===== config.mk =====
export PLATFORM = sky130hd
export DESIGN_NAME = midi_msg_parser
export DESIGN_NICKNAME = d
export VERILOG_FILES = /design/src/rtl/midi_pkg.sv /design/src/rtl/midi_skid_reg.sv /design/src/rtl/midi_msg_parser.sv
export SDC_FILE = /design/constraint.sdc
export NUM_CORES = 1
export LEC_CHECK = 0
export ABC_AREA = 1
export BUFFER_PORTS_ARGS = -buffer_cell sky130_fd_sc_hd__buf_2
export CAP_MARGIN = 30
export CORE_AREA = 2 2 78 80
export CTS_CLUSTER_SIZE = 24
export DETAILED_ROUTE_END_ITERATION = 6
export DIE_AREA = 0 0 80 82
export HOLD_SLACK_MARGIN = 0.03
export MAX_ROUTING_LAYER = met4
export SLEW_MARGIN = 25
export SYNTH_ARGS = -nofsm -noshare
export SYNTH_HDL_FRONTEND = slang
export SYNTH_SLANG_ARGS = --single-unit

===== constraint.sdc =====
create_clock -name clk -period 4.4 [get_ports clk]
set_input_delay 0.88 -clock clk [delete_from_list [all_inputs] [get_ports clk]]
set_output_delay 0.88 -clock clk [all_outputs]
set_load 0.01 [all_outputs]

===== src/rtl/midi_pkg.sv =====
`default_nettype none
// ============================================================================
// Module      : midi_pkg
// Description : Shared constants and types for the MIDI message parser:
//               event type codes, channel status nibbles, system byte codes
//               and the parser state enumeration.
// Revision    : 1.0 - initial release
// ============================================================================
package midi_pkg;

    // Event type codes presented on evt_type
    localparam logic [1:0] EVT_NOTE_ON  = 2'd1;
    localparam logic [1:0] EVT_NOTE_OFF = 2'd2;
    localparam logic [1:0] EVT_CC       = 2'd3;

    // Upper nibble of channel-voice status bytes
    localparam logic [3:0] STAT_NOTE_OFF = 4'h8;
    localparam logic [3:0] STAT_NOTE_ON  = 4'h9;
    localparam logic [3:0] STAT_POLY_AT  = 4'hA;
    localparam logic [3:0] STAT_CC       = 4'hB;
    localparam logic [3:0] STAT_PROG     = 4'hC;
    localparam logic [3:0] STAT_CHAN_AT  = 4'hD;
    localparam logic [3:0] STAT_PITCH    = 4'hE;

    // System byte codes
    localparam logic [7:0] SYSEX_START = 8'hF0;
    localparam logic [7:0] SYSEX_END   = 8'hF7;
    localparam logic [7:0] RT_MIN      = 8'hF8;

    typedef enum logic [1:0] {
        IDLE    = 2'd0,
        WAIT_D1 = 2'd1,
        WAIT_D2 = 2'd2,
        SYSEX   = 2'd3
    } state_t;

    // Realtime bytes may appear anywhere and never disturb parsing.
    function automatic logic is_realtime(input logic [7:0] b);
        return (b >= RT_MIN);
    endfunction

endpackage
`default_nettype wire


===== src/rtl/midi_skid_reg.sv =====
`default_nettype none
// ============================================================================
// Module      : midi_skid_reg
// Description : One-entry skid buffer that catches the byte the FIFO may
//               still send after rdy2rcv falls (the FIFO sees rdy2rcv one
//               cycle late).
// Ports       : clk, rst_n     - clock, asynchronous active-low reset
//               push/push_data - store a byte
//               pop            - consume the stored byte
//               data/full      - stored byte and occupancy
//               ovf            - sticky: a byte arrived while full (dropped)
// Revision    : 1.0 - initial release
// ============================================================================
module midi_skid_reg (
    input  logic       clk,
    input  logic       rst_n,
    input  logic       push,
    input  logic [7:0] push_data,
    input  logic       pop,
    output logic [7:0] data,
    output logic       full,
    output logic       ovf
);

    logic [7:0] r_data;
    logic       r_full;
    logic       r_ovf;

    always_ff @(posedge clk or negedge rst_n) begin
        if (!rst_n) begin
            r_data <= '0;
            r_full <= 1'b0;
            r_ovf  <= 1'b0;
        end else begin
            // A pop frees the slot in the same cycle, so push+pop refills it.
            if (push && (!r_full || pop)) begin
                r_data <= push_data;
                r_full <= 1'b1;
            end else if (pop) begin
                r_full <= 1'b0;
            end
            if (push && r_full && !pop) begin
                r_ovf <= 1'b1;
            end
        end
    end

    assign data = r_data;
    assign full = r_full;
    assign ovf  = r_ovf;

endmodule
`default_nettype wire


===== src/rtl/midi_msg_parser.sv =====
`default_nettype none
// ============================================================================
// Module      : midi_msg_parser
// Description : Assembles MIDI channel-voice messages from the FIFO byte
//               stream and emits note-on/note-off events (plus control
//               change when MIDI_CC_EN is defined) over valid/ready.
//               Supports running status, realtime bytes and SysEx skipping.
// Config      : `define MIDI_CC_EN to emit 0xBn messages as evt_type=3.
// Ports       : clk, rst_n          - clock, asynchronous active-low reset
//               in_data, in_d_rdy   - byte stream from FIFO
//               rdy2rcv             - backpressure to FIFO
//               evt_valid, evt_rdy  - event handshake
//               evt_type/chan/key/val - event payload
// Revision    : 1.0 - initial release
// ============================================================================
module midi_msg_parser
    import midi_pkg::*;
#(
    parameter int OMNI    = 1,
    parameter int CHANNEL = 0
) (
    input  logic       clk,
    input  logic       rst_n,
    input  logic [7:0] in_data,
    input  logic       in_d_rdy,
    output logic       rdy2rcv,
    output logic       evt_valid,
    input  logic       evt_rdy,
    output logic [1:0] evt_type,
    output logic [3:0] evt_chan,
    output logic [6:0] evt_key,
    output logic [6:0] evt_val
);

    localparam logic [3:0] C_CHANNEL = CHANNEL[3:0];

    state_t     r_state,     w_state_nxt;
    logic [7:0] r_status,    w_status_nxt;
    logic [6:0] r_key,       w_key_nxt;
    logic       r_discard,   w_discard_nxt;
    logic       r_evt_valid, w_evt_valid_nxt;
    logic [1:0] r_evt_type,  w_evt_type_nxt;
    logic [3:0] r_evt_chan,  w_evt_chan_nxt;
    logic [6:0] r_evt_key,   w_evt_key_nxt;
    logic [6:0] r_evt_val,   w_evt_val_nxt;

    logic       w_skid_full;
    logic [7:0] w_skid_data;
    logic       w_skid_push;
    logic       w_skid_pop;
    logic       w_skid_ovf_unused;
    logic       w_proc;
    logic [7:0] w_byte;
    logic       w_chan_ok;

    // Bytes that cannot be processed this cycle (event pending, or an older
    // byte still waiting in the skid) are parked in the skid.
    assign w_skid_push = in_d_rdy && (r_evt_valid || w_skid_full);
    assign w_skid_pop  = !r_evt_valid && w_skid_full;
    assign w_proc      = !r_evt_valid && (w_skid_full || in_d_rdy);
    assign w_byte      = w_skid_full ? w_skid_data : in_data;
    assign w_chan_ok   = (OMNI != 0) || (r_status[3:0] == C_CHANNEL);

    midi_skid_reg u_skid (
        .clk       (clk),
        .rst_n     (rst_n),
        .push      (w_skid_push),
        .push_data (in_data),
        .pop       (w_skid_pop),
        .data      (w_skid_data),
        .full      (w_skid_full),
        .ovf       (w_skid_ovf_unused)
    );

    always_ff @(posedge clk or negedge rst_n) begin
        if (!rst_n) begin
            r_state     <= IDLE;
            r_status    <= '0;
            r_key       <= '0;
            r_discard   <= 1'b0;
            r_evt_valid <= 1'b0;
            r_evt_type  <= '0;
            r_evt_chan  <= '0;
            r_evt_key   <= '0;
            r_evt_val   <= '0;
        end else begin
            r_state     <= w_state_nxt;
            r_status    <= w_status_nxt;
            r_key       <= w_key_nxt;
            r_discard   <= w_discard_nxt;
            r_evt_valid <= w_evt_valid_nxt;
            r_evt_type  <= w_evt_type_nxt;
            r_evt_chan  <= w_evt_chan_nxt;
            r_evt_key   <= w_evt_key_nxt;
            r_evt_val   <= w_evt_val_nxt;
        end
    end

    always_comb begin
        w_state_nxt     = r_state;
        w_status_nxt    = r_status;
        w_key_nxt       = r_key;
        w_discard_nxt   = r_discard;
        w_evt_valid_nxt = r_evt_valid;
        w_evt_type_nxt  = r_evt_type;
        w_evt_chan_nxt  = r_evt_chan;
        w_evt_key_nxt   = r_evt_key;
        w_evt_val_nxt   = r_evt_val;

        if (r_evt_valid && evt_rdy) begin
            w_evt_valid_nxt = 1'b0;
        end

        // w_proc implies no event is pending, so it never collides with the
        // handshake clear above.
        if (w_proc && !is_realtime(w_byte)) begin
            if (w_byte[7] && (w_byte < SYSEX_START)) begin
                w_status_nxt  = w_byte;
                w_state_nxt   = WAIT_D1;
                w_key_nxt     = '0;
                w_discard_nxt = 1'b0;
            end else if (w_byte == SYSEX_START) begin
                w_status_nxt = '0;
                w_state_nxt  = SYSEX;
            end else if (w_byte inside {[8'hF1:SYSEX_END]}) begin
                w_status_nxt = '0;
                w_state_nxt  = IDLE;
            end else begin
                case (r_state)
                    WAIT_D1: begin
                        w_key_nxt = w_byte[6:0];
                        case (r_status[7:4])
                            STAT_NOTE_OFF, STAT_NOTE_ON: begin
                                w_state_nxt   = WAIT_D2;
                                w_discard_nxt = 1'b0;
                            end
`ifdef MIDI_CC_EN
                            STAT_CC: begin
                                w_state_nxt   = WAIT_D2;
                                w_discard_nxt = 1'b0;
                            end
                            STAT_POLY_AT, STAT_PITCH: begin
                                w_state_nxt   = WAIT_D2;
                                w_discard_nxt = 1'b1;
                            end
`else
                            // CC is still parsed as two bytes so running
                            // status stays aligned, but it is dropped.
                            STAT_CC, STAT_POLY_AT, STAT_PITCH: begin
                                w_state_nxt   = WAIT_D2;
                                w_discard_nxt = 1'b1;
                            end
`endif
                            STAT_PROG, STAT_CHAN_AT: begin
                                w_state_nxt = WAIT_D1;
                            end
                            default: begin
                                w_state_nxt = WAIT_D1;
                            end
                        endcase
                    end
                    WAIT_D2: begin
                        w_state_nxt = WAIT_D1;
                        if (!r_discard && w_chan_ok) begin
                            w_evt_valid_nxt = 1'b1;
                            w_evt_chan_nxt  = r_status[3:0];
                            w_evt_key_nxt   = r_key;
                            case (r_status[7:4])
                                STAT_NOTE_ON: begin
                                    // Velocity 0 is the running-status form
                                    // of note-off.
                                    if (w_byte[6:0] != 7'd0) begin
                                        w_evt_type_nxt = EVT_NOTE_ON;
                                        w_evt_val_nxt  = w_byte[6:0];
                                    end else begin
                                        w_evt_type_nxt = EVT_NOTE_OFF;
                                        w_evt_val_nxt  = 7'd0;
                                    end
                                end
                                STAT_NOTE_OFF: begin
                                    w_evt_type_nxt = EVT_NOTE_OFF;
                                    w_evt_val_nxt  = w_byte[6:0];
                                end
`ifdef MIDI_CC_EN
                                default: begin
                                    w_evt_type_nxt = EVT_CC;
                                    w_evt_val_nxt  = w_byte[6:0];
                                end
`else
                                default: begin
                                    w_evt_valid_nxt = 1'b0;
                                end
`endif
                            endcase
                        end
                    end
                    default: begin
                        // IDLE and SYSEX drop data bytes.
                    end
                endcase
            end
        end
    end

    assign rdy2rcv   = !(r_evt_valid || w_skid_full);
    assign evt_valid = r_evt_valid;
    assign evt_type  = r_evt_type;
    assign evt_chan  = r_evt_chan;
    assign evt_key   = r_evt_key;
    assign evt_val   = r_evt_val;

endmodule
`default_nettype wire


Word level (Yosys, flattened, before mapping)
Index checks and enable logic that the tools add are counted.

Bits in registers: 48. Input port bits: 12.

$lt $le $gt $ge: 4. Equal/unequal tests: 10. Mux-type cells: 32. Bitwise gates (word level): 4. Reductions and logical operators: 31.

Operators by type and width (count): $mux 7 (5); $mux 8 (4); $eq 4x4->1 const B (5); $ge 8x8->1 const B (2); $mux 1 (14); $pmux 7 s2 (1); $mux 2 (5); $eq 8x8->1 const B (1); $le 8x8->1 const B (1); $logic_and 1x1->1 (8); $lt 8x8->1 const B (1); $pmux 2 s2 (2); $reduce_and 7->1 (1); $reduce_bool 7->1 (1); $reduce_and 6->1 (1); $reduce_bool 2->1 (3); $reduce_bool 3->1 (2); $reduce_and 5->1 (1); $reduce_bool 5->1 (1); $reduce_or 5->1 (1); $logic_not 1->1 (4); $ne 2x2->1 const B (2); $not 1->1 (4); $reduce_and 2->1 (2); other kinds (7) (9).

Logic depth before layout (Yosys ltp)
Depth after elaboration: 9. Mapped depth: 13. Gate-level depth less buffers: 11.

Modules after synthesis
Synthesis repeated with hierarchy kept, for this count alone.

Cells, all modules: 294. Area, all modules: 2423.6 sq um.

By module, submodules not included: midi_msg_parser (instances 1, cells an instance 253, area each 2018.2 sq um); midi_skid_reg (instances 1, cells an instance 41, area each 405.4 sq um).

Worst setup path after synthesis
OpenSTA, ideal clock, no wires.

Path type: input -> register. Start: input port in_data[5]. End: register r_evt_valid, in the netlist evt_valid. Library setup time: 0.126 ns. Arrival time: 1.837 ns. Slack: 2.437 ns. Stages on the path: 10. Path through: inv_1 -> o21ai_1 -> nand2_1 -> nor2_2 -> nand2_2 -> nand2_2 -> nor2_1 -> buf_4 -> nand2_1 -> o21ai_0.

Cells in the longest elaborated chain, start to end: 7. Elaborated cells on any way between the ends: 14. Those cells by class: 4 x order compare; 1 x eq/ne; 5 x mux; 4 x reduce/logical.

Ends and longest elaborated chain: start: declaration (RTL line midi_msg_parser.sv:24) `input logic [7:0] in_data,`; $mux 8 (*) (RTL line midi_msg_parser.sv:61) `assign w_byte = w_skid_full ? w_skid_data : in_data;`; $ge 8x8->1 or $le 8x8->1 (tied branches) (RTL line midi_msg_parser.sv:125) `end else if (w_byte inside {[8'hF1:SYSEX_END]}) begin`; $logic_and 1x1->1 (RTL line midi_msg_parser.sv:125); $mux 1 (RTL line midi_msg_parser.sv:125); $mux 1 (RTL line midi_msg_parser.sv:122) `end else if (w_byte == SYSEX_START) begin`; $mux 1 (RTL line midi_msg_parser.sv:117) `if (w_byte[7] && (w_byte < SYSEX_START)) begin`; $mux 1 (*) (RTL line midi_msg_parser.sv:116) `if (w_proc && !is_realtime(w_byte)) begin`; net w_evt_valid_nxt (RTL line midi_msg_parser.sv:41) `logic r_evt_valid, w_evt_valid_nxt;`; end signal: assignment (RTL line midi_msg_parser.sv:91) `r_evt_valid <= w_evt_valid_nxt;`; end: declaration (RTL line midi_msg_parser.sv:41).

The timed path passes the listed nets; every way through them passes the cells marked *. A chain may end at the register's enable or synchronous reset.

Final worst setup path
Start: register u_skid.r_full, in the netlist u_skid.full. End: register r_evt_val[0], in the netlist evt_val[0].

Cells in the longest elaborated chain, start to end: 5. Elaborated cells on any way between the ends: 19. Those cells by class: 4 x order compare; 1 x eq/ne; 3 x mux; 3 x bitwise; 8 x reduce/logical.

Ends and longest elaborated chain: start: declaration (RTL line midi_skid_reg.sv:26) `logic r_full;`; start signal: assignment (RTL line midi_skid_reg.sv:32) `r_full <= 1'b0;`; start signal: assignment (RTL line midi_skid_reg.sv:38) `r_full <= 1'b1;`; start signal: assignment (RTL line midi_skid_reg.sv:40) `r_full <= 1'b0;`; $mux 8 (RTL line midi_msg_parser.sv:61); $ge 8x8->1 (tied with other cells) (RTL line midi_pkg.sv:39) `return (b >= RT_MIN);`; $logic_not 1->1 (tied with other cells) (RTL line midi_msg_parser.sv:116); $logic_and 1x1->1 or $not 1->1 (tied branches); $reduce_and 7->1 (no source line); end signal: assignment (RTL line midi_msg_parser.sv:95) `r_evt_val <= w_evt_val_nxt;`; end: declaration (RTL line midi_msg_parser.sv:45) `logic [6:0] r_evt_val, w_evt_val_nxt;`.

Parallel ways exist; a longest one is shown, timed or not.

==> metrics.txt <==
Antenna diodes 0; Yosys cell types 27; DR WL/cell 12.63 um; clock network power share 20.0%; total setup buffers inserted after CTS 0; Pre-antenna DRT Iters 5; Syn. warnings 0; largest net degree at the start of global routing 49; Post-Syn Area 2505 um^2; worst min path class reg2reg; vias post-DR 2104; GRT Overall Usage 19.09%; row count 28; worst-path maximum fanout 21; synthesized netlist cell count 334; Slew Limit Fails 0; IO buf count 33; vias in the first global route 1979; die area 6560 um^2; TNS Setup 0 ps; CTS tree done; die width 80 um; Slew headroom 55.36%; Crit path largest cell delay 780 ps; Psw 0.4945 mW; Initial Utilization 43.60%; sequential power share 48.6%; Iteration-0 DRC Markers 100; post-cts gate resize count 0; Net Count, Synth 346; most common cell after layout, fill and taps aside nand2_1; final wirelength 5583 um; CTS hold repair buffers 0; Yosys reg bits 48; clk sink count 48; Worst EP required 4640 ps; num ports 34; endpoints failing hold 0; f_max 0.3829 GHz; antenna violations before repair 0; cts bufs inserted 5; RePlAce Congestion 0.8876; Vias/cell 4.760; crit start category register; layout cells sized above 1 16.08%; final setup vio count 0; register area share after synthesis 47.95%; die height 82 um; crit path DAT 2850 ps; Remaining Overflow, GRT 0; combinational power share 31.4%; switching share of power 36.22%; FF-to-FF setup slack 1790 ps; Layout Nets 378; H-tree Lvls 2; critical path class reg2reg; post-route minimum period 2612 ps; P_leak 1.531 nW; Syn Area/Cell 7.500 um^2; Max IR drop VDD 0.0002221 V; PD cells 486.0 nW/um^2; Clock Latency Late Sink 300 ps; Layout area overhead 12.14%; first-pass GRT wire length 9315 um; Worst-path clk slew 90 ps; skew final 3.738 ps; post-place setup slack 1781 ps; Final ANT Viol Nets 0; RSZ-0062 raised after global routing false; CP Cell Sequence inv_2, nand2_1, nand2_1, o21ai_4, nand2_2, nor2_1, buf_4, nand3_1, nand2_1; CP Capture Type register; commonest cells after routing, fill and taps aside 125 x nand2_1, 48 x dfrtp_1, 41 x inv_1; core area 5746 um^2; post-route setup slack 1788 ps; fin crit share 59.35%; Slew @ Worst Pin 669.7 ps; Remaining DRCs 0; DP HPWL 3928 um; Clock Path Buffers 2; CTS root buffer clkbuf_8; Top cell by count, worst path nand2_1; status finished clean; Max stage delay cell, worst path dfrtp_1; Max Cap Viol 0; Pint 0.8706 mW
final timing paths:
check	end	from	depth (start not counted)
worst max register to register	evt_val[0]	u_skid.full	9
min in group asynchronous	evt_val[4]	rst_n	1
max in group asynchronous	r_state[0]	rst_n	1
worst min register to register	r_key[0]	r_key[0]	2
worst max-delay path	evt_val[0]	u_skid.full	9
worst min-delay path	r_key[0]	r_key[0]	2
state kept, by name, summed over array words and instances, names as in the netlist:
signal / count
u_skid.full: 1
evt_key: 7
r_status: 8
evt_chan: 4
r_key: 7
u_skid.data: 8
r_state: 2
evt_valid: 1
evt_type: 2
r_discard: 1
evt_val: 7
cells by family (layout without fill, tap and decap cells):
kind of cell	after synthesis	after routing	synth area share, %
and+or+nand+nor	181	181	30.97
buffers and inverters	55	88	9.390
DFF	48	48	47.95
AOI/OAI and AO/OA	50	50	11.69
Yosys cell counts:
library cell  number  area (um^2)
inv_2              3        11.26
a21oi_1            2        10.01
a211oi_1           1        7.510
nand4_1            2        12.51
buf_6              2        22.52
buf_2              2        10.01
nand2_4            2        22.52
nor2_2             1        6.260
o21ai_4            1        16.27
nor3_1             1        5.000
nand2_2            6        37.54
clkbuf_1           3        11.26
inv_1             41        153.9
nand3_1           24        120.1
o21bai_1           9        67.56
o21a_1             1        7.510
nand3_4            1        17.52
nor2_1            17        63.81
buf_4              3        22.52
dfrtp_1           48         1201
nand2_1          125        469.2
o21ai_1           14        70.07
o21ai_0           21        105.1
nor2_4             1        11.26
o21ai_2            1        8.760
nand3_2            1        10.01
clkinv_1           1        3.750
power by group through the flow:
stage | clock (mW) | sequential, mW | combinational, mW
global placement | 0 | 0.668 | 0.426
finish | 0.273 | 0.664 | 0.428
global route | 0.299 | 0.685 | 0.493
CTS | 0.283 | 0.664 | 0.435
floorplan | 0 | 0.688 | 0.270
detailed placement | 0 | 0.673 | 0.434
metal layers:
metal	up-vias	GRT usage, %	share of wire (%)
met5	-	-	0
met4	0	5.593	0.95
met3	4	3.846	4.9
met2	54	29.42	46
met1	943	25.70	49
li1	1103	-	-
worst max-delay path: cells and delay by family (launching register included):
family	cells	cell delay [ps]
simple gates	6	900
flops	1	780
buf+inv	2	440
compound gates	1	420
area by class of cell:
cell class | count | area (um^2)
tap | 75 | 93.84
inverter | 45 | 168.9
clock buffer | 7 | 86.33
timing repair buffer | 35 | 182.7
fill | 594 | 2937
multi-input combinational | 231 | 1069
sequential | 48 | 1201
clock inverter | 1 | 7.507
stage by stage:
| step | hold slack (ps) | utilization [%] | total power, mW | cells | instance area (um^2) |
|---|---|---|---|---|---|
| finish | 478.6 | 48.89 | 1.365 | 442 | 2809 |
| global route | 514.5 | 48.89 | 1.478 | 442 | 2809 |
| CTS | 481.0 | 48.89 | 1.382 | 442 | 2809 |
| global placement | 458.5 | 47.21 | 1.094 | 434 | 2713 |
| detailed placement | 458.7 | 47.26 | 1.106 | 434 | 2715 |
| floorplan | 442.2 | - | 0.9585 | 334 | 2505 |
No activity file was read; power rests on OpenSTA's default activity.
